===== config.mk =====
export PLATFORM = sky130hd
export DESIGN_NAME = pmu_ahb_cmd_master
export DESIGN_NICKNAME = d
export VERILOG_FILES = /design/src/rtl/pmu_ahb_pkg.sv /design/src/rtl/pmu_cmd_fifo.sv /design/src/rtl/pmu_ahb_cmd_master.sv
export SDC_FILE = /design/constraint.sdc
export NUM_CORES = 1
export LEC_CHECK = 0
export CAP_MARGIN = 20
export CORE_AREA = 10 10 150 152
export CTS_CLUSTER_DIAMETER = 120
export DETAILED_ROUTE_END_ITERATION = 16
export DIE_AREA = 0 0 160 162
export PLACE_DENSITY = 0.69
export SLEW_MARGIN = 20
export SYNTH_ARGS = -nofsm -noshare
export SYNTH_HDL_FRONTEND = slang
export SYNTH_SLANG_ARGS = --single-unit

===== constraint.sdc =====
create_clock -name clk_i -period 5.2 [get_ports clk_i]
set_input_delay 0.78 -clock clk_i [delete_from_list [all_inputs] [get_ports clk_i]]
set_output_delay 0.78 -clock clk_i [all_outputs]
set_load 0.02 [all_outputs]

===== src/rtl/pmu_ahb_pkg.sv =====
// Shared types for the PMU AHB command master: bus encodings, command record, FSM states.
// Latency: n/a (types and a pure helper function only).
// Backpressure: n/a.
package pmu_ahb_pkg;

    localparam int PMU_REG_W = 32;

    // HTRANS encodings; this master only ever drives IDLE and NONSEQ.
    typedef enum logic [1:0] {
        HT_IDLE   = 2'b00,
        HT_BUSY   = 2'b01,
        HT_NONSEQ = 2'b10,
        HT_SEQ    = 2'b11
    } htrans_e;

    localparam logic [1:0] HRESP_OKAY    = 2'b00;
    localparam logic [1:0] HRESP_ERROR   = 2'b01;
    localparam logic [2:0] HSIZE_WORD    = 3'b010;
    localparam logic [2:0] HBURST_SINGLE = 3'b000;

    // One queued bus command.
    typedef struct packed {
        logic                 write;
        logic [PMU_REG_W-1:0] addr;
        logic [PMU_REG_W-1:0] wdata;
    } cmd_t;

    // Master sequencing: one transfer at a time, no overlap between commands.
    typedef enum logic [1:0] {
        MS_IDLE,
        MS_ADDR,
        MS_DATA,
        MS_RESP
    } mstate_e;

    // A command may go on the bus only if it hits the PMU window and is word aligned.
    function automatic logic addr_ok(input logic [PMU_REG_W-1:0] addr,
                                     input logic [PMU_REG_W-1:0] base,
                                     input logic [PMU_REG_W-1:0] mask);
        return ((addr & ~mask) == base) && (addr[1:0] == 2'b00);
    endfunction

endpackage


===== src/rtl/pmu_cmd_fifo.sv =====
// Synchronous FIFO of cmd_t entries with registered full/empty flags.
// Latency: a pushed entry is visible on dout_o the cycle after the push edge.
// Backpressure: pushes while full and pops while empty are ignored; full is registered, so a pop never frees space in the same cycle.
module pmu_cmd_fifo
    import pmu_ahb_pkg::*;
#(
    parameter int DEPTH = 2
) (
    input  logic clk_i,
    input  logic rst_i,
    input  logic push_i,
    input  cmd_t din_i,
    input  logic pop_i,
    output cmd_t dout_o,
    output logic full_o,
    output logic empty_o
);

    localparam int AW = (DEPTH > 1) ? $clog2(DEPTH) : 1;

    cmd_t          mem_q [DEPTH];
    logic [AW-1:0] wr_ptr_q, wr_ptr_d;
    logic [AW-1:0] rd_ptr_q, rd_ptr_d;
    logic [AW:0]   count_q, count_d;
    logic          do_push;
    logic          do_pop;

    assign full_o  = (count_q == (AW+1)'(DEPTH));
    assign empty_o = (count_q == '0);
    assign dout_o  = mem_q[rd_ptr_q];
    assign do_push = push_i && !full_o;
    assign do_pop  = pop_i && !empty_o;

    // Next pointers and occupancy; DEPTH is a power of two so pointers wrap naturally.
    always_comb begin
        wr_ptr_d = wr_ptr_q;
        rd_ptr_d = rd_ptr_q;
        count_d  = count_q;
        if (do_push) wr_ptr_d = wr_ptr_q + AW'(1);
        if (do_pop)  rd_ptr_d = rd_ptr_q + AW'(1);
        case ({do_push, do_pop})
            2'b10:   count_d = count_q + (AW+1)'(1);
            2'b01:   count_d = count_q - (AW+1)'(1);
            default: count_d = count_q;
        endcase
    end

    // Pointer and occupancy registers.
    always_ff @(posedge clk_i) begin
        if (rst_i) begin
            wr_ptr_q <= '0;
            rd_ptr_q <= '0;
            count_q  <= '0;
        end else begin
            wr_ptr_q <= wr_ptr_d;
            rd_ptr_q <= rd_ptr_d;
            count_q  <= count_d;
        end
    end

    // Storage needs no reset: entries are only read once counted in.
    always_ff @(posedge clk_i) begin
        if (do_push) mem_q[wr_ptr_q] <= din_i;
    end

endmodule


===== src/rtl/pmu_ahb_cmd_master.sv =====
// AHB-lite master turning a valid/ready command stream into single NONSEQ word transfers to the PMU window.
// Latency: accept edge N -> rsp_valid_o sampled high at N+4 (zero wait), +1 per wait state, N+2 for local rejects.
// Backpressure: cmd_ready_o drops when the CMD_DEPTH-entry FIFO is full; responses hold until rsp_ready_i.
// Optional: define PMU_CMD_TIMEOUT_EN to abort transfers stalled for TIMEOUT_CYCLES with an error response.
module pmu_ahb_cmd_master
    import pmu_ahb_pkg::*;
#(
    parameter int                   REG_WIDTH      = 32,
    parameter logic [REG_WIDTH-1:0] HADDR_BASE     = 32'h80100000,
    parameter logic [REG_WIDTH-1:0] HMASK          = 32'h00000fff,
    parameter int                   CMD_DEPTH      = 2,
    parameter int                   TIMEOUT_CYCLES = 64
) (
    input  logic                 clk_i,
    input  logic                 rst_i,
    input  logic                 cmd_valid_i,
    output logic                 cmd_ready_o,
    input  logic                 cmd_write_i,
    input  logic [REG_WIDTH-1:0] cmd_addr_i,
    input  logic [REG_WIDTH-1:0] cmd_wdata_i,
    output logic                 rsp_valid_o,
    input  logic                 rsp_ready_i,
    output logic [REG_WIDTH-1:0] rsp_rdata_o,
    output logic                 rsp_err_o,
    output logic                 hsel_o,
    output logic [REG_WIDTH-1:0] haddr_o,
    output logic                 hwrite_o,
    output logic [1:0]           htrans_o,
    output logic [2:0]           hsize_o,
    output logic [2:0]           hburst_o,
    output logic [REG_WIDTH-1:0] hwdata_o,
    input  logic                 hready_i,
    input  logic [1:0]           hresp_i,
    input  logic [REG_WIDTH-1:0] hrdata_i
);

    mstate_e              state_q, state_d;
    logic [REG_WIDTH-1:0] haddr_q, haddr_d;
    logic                 hwrite_q, hwrite_d;
    logic [REG_WIDTH-1:0] hwdata_q, hwdata_d;
    logic [REG_WIDTH-1:0] rdata_q, rdata_d;
    logic                 err_q, err_d;

    cmd_t fifo_din;
    cmd_t fifo_dout;
    logic fifo_full;
    logic fifo_empty;
    logic fifo_pop;
    logic tmo_hit;

    assign fifo_din.write = cmd_write_i;
    assign fifo_din.addr  = cmd_addr_i;
    assign fifo_din.wdata = cmd_wdata_i;
    assign cmd_ready_o    = !fifo_full;

    pmu_cmd_fifo #(
        .DEPTH (CMD_DEPTH)
    ) u_fifo (
        .clk_i   (clk_i),
        .rst_i   (rst_i),
        .push_i  (cmd_valid_i && cmd_ready_o),
        .din_i   (fifo_din),
        .pop_i   (fifo_pop),
        .dout_o  (fifo_dout),
        .full_o  (fifo_full),
        .empty_o (fifo_empty)
    );

`ifdef PMU_CMD_TIMEOUT_EN
    localparam int TW = $clog2(TIMEOUT_CYCLES + 1);

    logic [TW-1:0] wait_cnt_q, wait_cnt_d;
    logic          bus_busy;

    // Count consecutive not-ready cycles of the current transfer; fire on the last allowed one.
    always_comb begin
        bus_busy   = (state_q == MS_ADDR) || (state_q == MS_DATA);
        tmo_hit    = bus_busy && !hready_i && (wait_cnt_q == TW'(TIMEOUT_CYCLES - 1));
        wait_cnt_d = (!bus_busy || hready_i || tmo_hit) ? '0 : wait_cnt_q + TW'(1);
    end

    // Wait counter register.
    always_ff @(posedge clk_i) begin
        if (rst_i) wait_cnt_q <= '0;
        else       wait_cnt_q <= wait_cnt_d;
    end
`else
    assign tmo_hit = 1'b0;
`endif

    // Transfer sequencing: pop, address phase, data phase, hold response until taken.
    always_comb begin
        state_d  = state_q;
        haddr_d  = haddr_q;
        hwrite_d = hwrite_q;
        hwdata_d = hwdata_q;
        rdata_d  = rdata_q;
        err_d    = err_q;
        fifo_pop = 1'b0;
        case (state_q)
            MS_IDLE: begin
                if (!fifo_empty) begin
                    fifo_pop = 1'b1;
                    rdata_d  = '0;
                    if (!addr_ok(fifo_dout.addr, HADDR_BASE, HMASK)) begin
                        // Rejected locally: never reaches the bus.
                        err_d   = 1'b1;
                        state_d = MS_RESP;
                    end else begin
                        haddr_d  = fifo_dout.addr;
                        hwrite_d = fifo_dout.write;
                        hwdata_d = fifo_dout.wdata;
                        err_d    = 1'b0;
                        state_d  = MS_ADDR;
                    end
                end
            end
            MS_ADDR: begin
                if (hready_i) begin
                    state_d = MS_DATA;
                end else if (tmo_hit) begin
                    err_d   = 1'b1;
                    rdata_d = '0;
                    state_d = MS_RESP;
                end
            end
            MS_DATA: begin
                // The first ERROR cycle (hready low) just holds; completion needs hready high.
                if (hready_i) begin
                    if (hresp_i == HRESP_OKAY) begin
                        err_d = 1'b0;
                        if (!hwrite_q) rdata_d = hrdata_i;
                    end else begin
                        err_d   = 1'b1;
                        rdata_d = '0;
                    end
                    state_d = MS_RESP;
                end else if (tmo_hit) begin
                    err_d   = 1'b1;
                    rdata_d = '0;
                    state_d = MS_RESP;
                end
            end
            MS_RESP: begin
                if (rsp_ready_i) state_d = MS_IDLE;
            end
            default: state_d = MS_IDLE;
        endcase
    end

    // State and transfer registers; reset abandons any transfer and pending response.
    always_ff @(posedge clk_i) begin
        if (rst_i) begin
            state_q  <= MS_IDLE;
            haddr_q  <= '0;
            hwrite_q <= 1'b0;
            hwdata_q <= '0;
            rdata_q  <= '0;
            err_q    <= 1'b0;
        end else begin
            state_q  <= state_d;
            haddr_q  <= haddr_d;
            hwrite_q <= hwrite_d;
            hwdata_q <= hwdata_d;
            rdata_q  <= rdata_d;
            err_q    <= err_d;
        end
    end

    assign hsel_o      = (state_q == MS_ADDR);
    assign htrans_o    = (state_q == MS_ADDR) ? HT_NONSEQ : HT_IDLE;
    assign haddr_o     = haddr_q;
    assign hwrite_o    = hwrite_q;
    assign hwdata_o    = hwdata_q;
    assign hsize_o     = HSIZE_WORD;
    assign hburst_o    = HBURST_SINGLE;
    assign rsp_valid_o = (state_q == MS_RESP);
    assign rsp_rdata_o = rdata_q;
    assign rsp_err_o   = err_q;

endmodule


* Yosys cells after proc, flatten, opt, wreduce, memory -nomap -nowiden
Memories as Yosys holds them, arrays and structs flattened. A register that Yosys moved wholly into a read port is not among the register bits.
Index checks and enable logic that the tools add are counted.
Widths: inputs -> output; s select.
** Cells by class
- Add/subtract/negate cells :: 4
- Equality and inequality tests :: 12
- Reductions and logical operators :: 16
- Muxes and demuxes :: 24
- Bitwise gates (word level) :: 1
** Operator list (number)
- $mux 32 :: 4
- $pmux 32 s2 :: 1
- $eq 20x20->1 const B :: 1
- $mux 2 :: 6
- $mux 1 :: 10
- $eq 2x2->1 const B :: 4
- $logic_not 2->1 :: 4
- $pmux 2 s4 :: 1
- $reduce_and 4->1 :: 2
- $reduce_and 3->1 :: 2
- $eq 2x1->1 const B :: 2
- $logic_and 1x1->1 :: 4
- $ne 2x1->1 const B :: 2
- $ne 2x2->1 const B :: 2
- $pmux 2 s2 :: 1
- $reduce_bool 2->1 :: 2
- $ne 3x3->1 const B :: 1
- $add 1x1->1 const B :: 2
- $add 2x1->2 const B :: 1
- $logic_not 1->1 :: 2
- $pmux 1 s2 :: 1
- $sub 2x1->2 const B :: 1
- $not 1->1 :: 1
** Word-level totals
- Logic and storage cells :: 67
- Memories kept :: 1
- Bits in writable memories :: 130
- Flip-flop bits (word level) :: 104
** Memories
- u_fifo.mem_q :: words 2, bits a word 65, read ports 1, clocked after memory_dff 1, write ports 1, RTL line pmu_cmd_fifo.sv:21 : cmd_t mem_q [DEPTH];

* Depth between registers and ports, before layout
Gate-level depths: netlist of the first run.
- Word-level depth :: 6
- Mapped depth :: 8
- Gate-level depth less buffers :: 8

* By module
Synthesis of the first run repeated with hierarchy kept, for this count alone.
** Second synthesis, totals
- Cells, all modules :: 671
- Area total of the unflattened synthesis :: 8899.8 µm²
** By module, submodules not included
- pmu_cmd_fifo :: instances 1, cells each 228, area each 4894.7 µm², sequential area each 4003.8 µm²
- pmu_ahb_cmd_master :: instances 1, cells each 443, area each 4005.1 µm², sequential area each 2001.9 µm²

* Worst setup path after synthesis of the first run
No wires, ideal clock.
- Path type :: input-to-reg
- Start point :: in cmd_valid_i
- End point :: mem u_fifo.mem_q[0][0] (netlist bit), enable pin
- Path buffers :: 0
- Data required time :: 4.712 ns
- Cell stages on the path :: 2
- Setup time :: 0.488 ns
- Path slack :: 1.115 ns
- Data arrival time :: 3.596 ns
- Path through :: nand2_1 > nor2_1
** Between the ends
- Cells in the longest elaborated chain, start to end :: 4
** RTL lines
- start, declared :: RTL line pmu_ahb_cmd_master.sv:16 : input logic cmd_valid_i,
- $logic_and 1x1->1 :: RTL line pmu_ahb_cmd_master.sv:61 : .push_i (cmd_valid_i && cmd_ready_o),
- $logic_and 1x1->1 :: RTL line pmu_cmd_fifo.sv:31 : assign do_push = push_i && !full_o;
- $mux 1 :: RTL line pmu_cmd_fifo.sv:63 : if (do_push) mem_q[wr_ptr_q] <= din_i;
- $mux 1 (implied by the code) :: RTL line pmu_cmd_fifo.sv:63
- end, declared :: RTL line pmu_cmd_fifo.sv:21
No other way between the ends.

==> flow_metrics.py, run 1 <==
metrics = {
    "outcome": {
        "outcome": "complete, no violations",
    },
    "sta": {
        "rsz0062_at_grt": "false",
        "fin_crit_ns": 3.13,
        "setup-tns-final_ns": 0,
        "slew_headroom_pct": 30.4,
        "max_freq_ghz": 0.319,
        "hold_violations": 0,
        "setup_viol": 0,
        "holdWs_ns": 0.451,
        "finClkSkew_ns": 0.0116,
        "worstMarginPinSlew_ns": 1.04,
        "drv_slew": 0,
        "period_share_pct": 60.3,
        "layout_setup_ws_ns": 2.07,
    },
    "die": {
        "rows": 51,
        "ios": 213,
        "initial_utilization_pct": 44.6,
        "die_area_mm2": 0.0259,
        "die_w_um": 160,
        "chipHeight_um": 162,
        "core_area_mm2": 0.0194,
    },
    "global_route": {
        "grt_max_degree": 104,
        "grt_pass1_vias": 5886,
        "grt_use_total_pct": 15.1,
        "grt_antenna_before_repair": 1,
        "grt_overflow": 0,
        "grt_pass1_wl_mm": 32.1,
    },
    "worst_setup_path": {
        "required_ns": 5.60,
        "cp_slowest_cell": "dfxtp_4",
        "cp.buffers_inverters": 1,
        "path_class": "flop to flop",
        "max_stage_delay_ns": 0.90,
        "cp-start-kind": "flop",
        "cp-end-kind": "flop",
        "path_max_fanout": 63,
        "worst_ep_arrival_time_ns": 3.53,
        "crit_chain": "nor4b_1 -> nand3_1 -> a2111oi_4 -> buf_4 -> mux2_2",
        "cp_top_family": "flip-flops",
    },
    "pwr": {
        "p_per_area_mw_per_mm2": 409,
        "p_leak_nw": 4.06,
        "peakVddDrop_uv": 240,
    },
    "clock_network": {
        "clockBufferDepth": 3,
        "post_cts_resized": 0,
        "cts_tree": "built",
        "clkLatencyLatePin_ns": 0.51,
        "cts_hold_buffers": 0,
        "cts_buffers": 24,
        "ctsHtreeMaxLevel": 1,
        "numClockSinks": 235,
        "cts-root-buf": "clkbuf_16",
        "cts_post_setup_buffers_inserted": 0,
        "path_clk_slew_ns": 0.06,
    },
    "yosys": {
        "avgSynthCellArea_um2": 13.6,
        "synth_top_cell_by_area": "edfxtp_1",
        "synthCells": 639,
        "ys_seq_area_share_pct": 69.3,
        "synth_top_area_share_pct": 45.1,
        "synth_area_leaders": "edfxtp_1 45%, dfxtp_1 24%, mux2i_1 5.1%",
        "syn_area_mm2": 0.00866,
        "synth.distinct_cells": 39,
        "ys_seq_elements": 235,
        "yosysWarnings": 0,
    },
    "cells_and_area": {
        "final_nets": 945,
        "fillers": 1567,
        "drive_gt1_share_pct": 6.45,
        "final_util_pct": 60.1,
        "area_growth_pct": 34.7,
    },
    "detailed_routing": {
        "final_antenna_net_count": 0,
        "post_drt_wl_per_cell_um": 18.5,
        "drt_iter0_markers": 302,
        "vias": 5590,
        "first_pass_iters": 4,
        "routed_wl_mm": 20.7,
        "via_per_inst": 5.00,
        "drc": 0,
    },
    "placement": {
        "routabilityCongestion": 0.799,
        "place_worst_setup_slack_ns": 2.04,
        "io_buffers": 205,
        "post-dp-hpwl_mm": 14.3,
    },
    "worst_hold_path": {
        "hp-class": "flop to flop",
    },
    "job": {
        "drv_cap": 0,
    },
}
worst reg2reg max path, delay by kind of cell (launching register included):
family                 cells  cell delay, ns
multiplexers               1            0.46
AND/OR/NAND/NOR            2            0.59
buffers and inverters      1            0.69
AO/OA/AOI/OAI              1            0.39
flip-flops                 1            0.90
cell usage after synthesis, drive strengths merged:
library cell / number
o21ai: 2
a2111o: 1
xnor2: 2
and3: 1
nor4: 7
xor2: 2
or3: 1
and3b: 1
o21bai: 1
nor3b: 23
nor2b: 43
a211o: 1
o32ai: 1
ha: 6
nand4b: 2
edfxtp: 130
clkbuf: 27
nor3: 1
mux2: 43
a21oi: 35
o41ai: 1
nand2: 34
a22oi: 2
conb: 2
a2111oi: 3
inv: 7
nand3: 32
nor4b: 3
nand2b: 2
a211oi: 2
mux2i: 44
nor2: 52
dfxtp: 105
buf: 18
nand3b: 2
state kept, by name, indices dropped and copies added (netlist names), named ones only:
signal / flops
haddr_o: 32
u_fifo.mem_q: 130
rsp_err_o: 1
u_fifo.wr_ptr_q: 1
rsp_rdata_o: 32
hwdata_o: 32
u_fifo.count_q: 2
hwrite_o: 1
u_fifo.rd_ptr_q: 1
state_q: 2
cell usage in the layout, fill, tap and decap left out, drive strengths merged, types with 2 or more instances in the layout:
cell / n
nand3b: 2
dfxtp: 105
nand2b: 2
xnor2: 2
buf: 6
conb: 7
inv: 7
nor4: 7
ha: 6
nand3: 32
nor2: 52
clkbuf: 34
o21ai: 2
a2111oi: 3
nand2: 34
nor3b: 23
a211oi: 2
mux2i: 44
nand4b: 2
xor2: 2
mux2: 43
nor2b: 43
clkdlybuf4s50: 204
nor4b: 3
clkinv: 9
a22oi: 2
a21oi: 35
edfxtp: 130
cells by family (layout without fill, tap and decap cells):
group / count (synthesis) / count (layout) / share of synthesized area, %
XOR/XNOR: 4 / 4 / 0.405
adder cells (fa/ha/maj): 6 / 6 / 0.867
AND/OR/NAND/NOR: 204 / 204 / 12.3
AO/OA/AOI/OAI: 49 / 49 / 3.53
flip-flops: 235 / 235 / 69.3
other: 2 / 8 / 0.0867
buffers and inverters: 52 / 261 / 2.79
multiplexers: 87 / 87 / 10.7
per-layer routing:
| layer | up-vias | GRT usage, % | wire length (um) |
|---|---|---|---|
| met5 | - | 0 | 0 |
| met4 | 0 | 2.55 | 189 |
| met3 | 17 | 5.18 | 1830 |
| met2 | 215 | 25.6 | 9900 |
| met1 | 2712 | 18.6 | 8750 |
| li1 | 2646 | - | - |
report_power, final:
part	total (mW)	switching, mW	internal, mW
clock network	1.59	0.680	0.909
logic	0.824	0.490	0.334
registers	2.36	0.143	2.21
total	4.77	1.31	3.46
final timing paths:
path	cells past startpoint	endpoint	start	slack, ns
setup / recovery	5	haddr_o[7]	flop	2.07
hold / removal	2	haddr_o[31]	haddr_o[31]	0.45
setup reg to reg	5	haddr_o[7]	flop	2.07
hold reg to reg	2	haddr_o[31]	haddr_o[31]	0.45
through the flow:
step	instance area [um2]	total power, mW	instances
6_report	11700	4.77	1119
2_1_floorplan	8680	2.92	644
5_1_grt	11700	4.99	1118
4_1_cts	11600	4.80	1117
3_5_place_dp	10900	3.21	1073
3_3_place_gp	10900	3.17	1073
layout make-up:
type                            count  area, um2  area share (%)
Antenna cell                        1       2.50          0.0215
Clock inverter                     10       60.1           0.515
Inverter                            7       26.3           0.225
Clock buffer                       34        678            5.81
Timing Repair Buffer              210       2090            18.0
Sequential cell                   235       6010            51.5
Multi-Input combinational cell    357       2460            21.1
Tap cell                          265        332            2.84
Note: power is estimated with default switching activity, not from simulation.
==> run 2: changes to the inputs <==
clock period = 3.1 ns   (was 5.2 ns; I/O delays follow)
==> flow_metrics.py, run 2 (synthesis gave the netlist of run 1 again) <==
metrics = {
    "placement": {
        "io_buffers": 205,
        "routabilityCongestion": 0.745,
        "place_inst": 1080,
        "post-dp-hpwl_mm": 13.9,
        "dpl_cell_area_mm2": 0.0110,
    },
    "sta": {
        "setup_viol": 0,
        "hold_violations": 0,
        "rsz0062_at_grt": "false",
        "fin_crit_ns": 2.40,
        "slew_headroom_pct": 44.5,
        "worstMarginPinSlew_ns": 0.811,
        "max_freq_ghz": 0.417,
        "period_share_pct": 77.3,
        "finClkSkew_ns": 0.00883,
        "setup-tns-final_ns": 0,
        "drv_slew": 0,
    },
    "worst_setup_path": {
        "worst_ep_arrival_time_ns": 2.79,
        "reg2reg_slack_ns": 0.70,
        "required_ns": 3.50,
        "reg2reg_from": "u_fifo.mem_q[1][49]",
        "path_class": "flop to flop",
        "cp-end-kind": "flop",
        "path_max_fanout": 63,
        "r2r_end": "hwdata_o[31]",
        "crit_path_start": "u_fifo.mem_q[1][49]",
        "cp-start-kind": "flop",
        "crit_path_end": "hwdata_o[31]",
        "reg2reg_depth": 5,
    },
    "global_route": {
        "grt_pass1_vias": 5871,
        "grt_pass1_wl_mm": 31.9,
        "grt_use_total_pct": 15.0,
        "grt_max_degree": 66,
        "grt_overflow": 0,
        "grt_antenna_before_repair": 1,
    },
    "clock_network": {
        "clockBufferDepth": 3,
        "path_clk_slew_ns": 0.06,
        "cts_post_setup_buffers_inserted": 0,
        "cts-root-buf": "clkbuf_16",
        "ctsHtreeMaxLevel": 1,
        "cts_hold_buffers": 0,
        "cts_buffers": 25,
        "post_cts_resized": 0,
        "cts_tree": "built",
        "clkLatencyLatePin_ns": 0.51,
        "numClockSinks": 235,
    },
    "die": {
        "ios": 213,
        "die_area_mm2": 0.0259,
        "die_w_um": 160,
        "chipHeight_um": 162,
        "rows": 51,
        "core_area_mm2": 0.0194,
        "initial_utilization_pct": 44.6,
    },
    "cells_and_area": {
        "mostFrequentLayoutCells": "204 x clkdlybuf4s50_1, 130 x edfxtp_1, 104 x dfxtp_1",
        "drive_gt1_share_pct": 7.32,
        "multi_input_area_mm2": 0.00246,
        "final_common_cell": "clkdlybuf4s50_1",
        "area_growth_pct": 36.6,
        "stdcell_area_mm2": 0.0118,
        "final_nets": 952,
        "fillers": 1492,
        "fin_cells": 1126,
        "n_antenna_cell": 0,
        "largest_reg_flops": 130,
        "regArea_mm2": 0.00601,
        "top_register": "u_fifo.mem_q",
    },
    "detailed_routing": {
        "post_drt_wl_per_cell_um": 17.8,
        "final_antenna_net_count": 0,
        "first_pass_iters": 4,
        "routed_wl_mm": 20.1,
        "vias": 5586,
        "drt_iter0_markers": 307,
        "drc": 0,
        "via_per_inst": 4.96,
    },
    "pwr": {
        "p_leak_nw": 4.15,
        "p_total_mw": 8.28,
        "p_per_area_mw_per_mm2": 700,
        "peakVddDrop_uv": 500,
    },
    "outcome": {
        "outcome": "complete, no violations",
    },
    "worst_hold_path": {
        "hp-class": "flop to flop",
    },
    "job": {
        "drv_cap": 0,
    },
}
run 2: how the worst min path moves through the flow:
stage | start | end | slack, ns | cells after the start
floorplan | u_fifo.rd_ptr_q | flop | 0.48 | 2
global placement | rsp_rdata_o[18] | rsp_rdata_o[18] | 0.44 | 2
detailed placement | haddr_o[31] | haddr_o[31] | 0.44 | 2
CTS | haddr_o[31] | haddr_o[31] | 0.45 | 2
global route | rsp_rdata_o[17] | rsp_rdata_o[17] | 0.48 | 2
finish | haddr_o[31] | haddr_o[31] | 0.45 | 2
run 2: cell type report:
cell class | instances | area share [%]
Clock buffer | 40 | 6.74
Clock inverter | 6 | 0.349
Inverter | 7 | 0.222
Multi-Input combinational cell | 357 | 20.8
Sequential cell | 235 | 50.8
Tap cell | 265 | 2.80
Timing Repair Buffer | 216 | 18.3
run 2: through the flow:
step                hold WS (ns)  util, %  worst slack (ns)
detailed placement         0.440     56.7             0.751
finish                     0.448     61.0             0.703
global route               0.479     61.0             0.534
global placement           0.437     56.7             0.814
CTS                        0.448     61.0             0.700
floorplan                  0.481        -             0.171
run 2: worst max-delay path, cell delays in order (launching register included):
cell and delay (ns):
edfxtp_1 0.36, nor4_1 0.38, nand3_1 0.26, a2111oi_4 0.49, buf_12 0.34, mux2_2 0.38
run 2: layer usage:
layer / vias up / share of wire, % / track usage, %
li1: 2673 / - / -
met1: 2667 / 43 / 18.6
met2: 210 / 47 / 24.6
met3: 34 / 8.1 / 5.31
met4: 2 / 2.0 / 3.55
met5: - / 0.090 / 0
run 2: power by group:
part | leakage (nW) | internal (mW) | switching, mW
Combinational | 1.67 | 0.579 | 0.952
Sequential | 2.06 | 3.71 | 0.117
Clock | 0.412 | 1.77 | 1.15
Total | 4.15 | 6.06 | 2.22
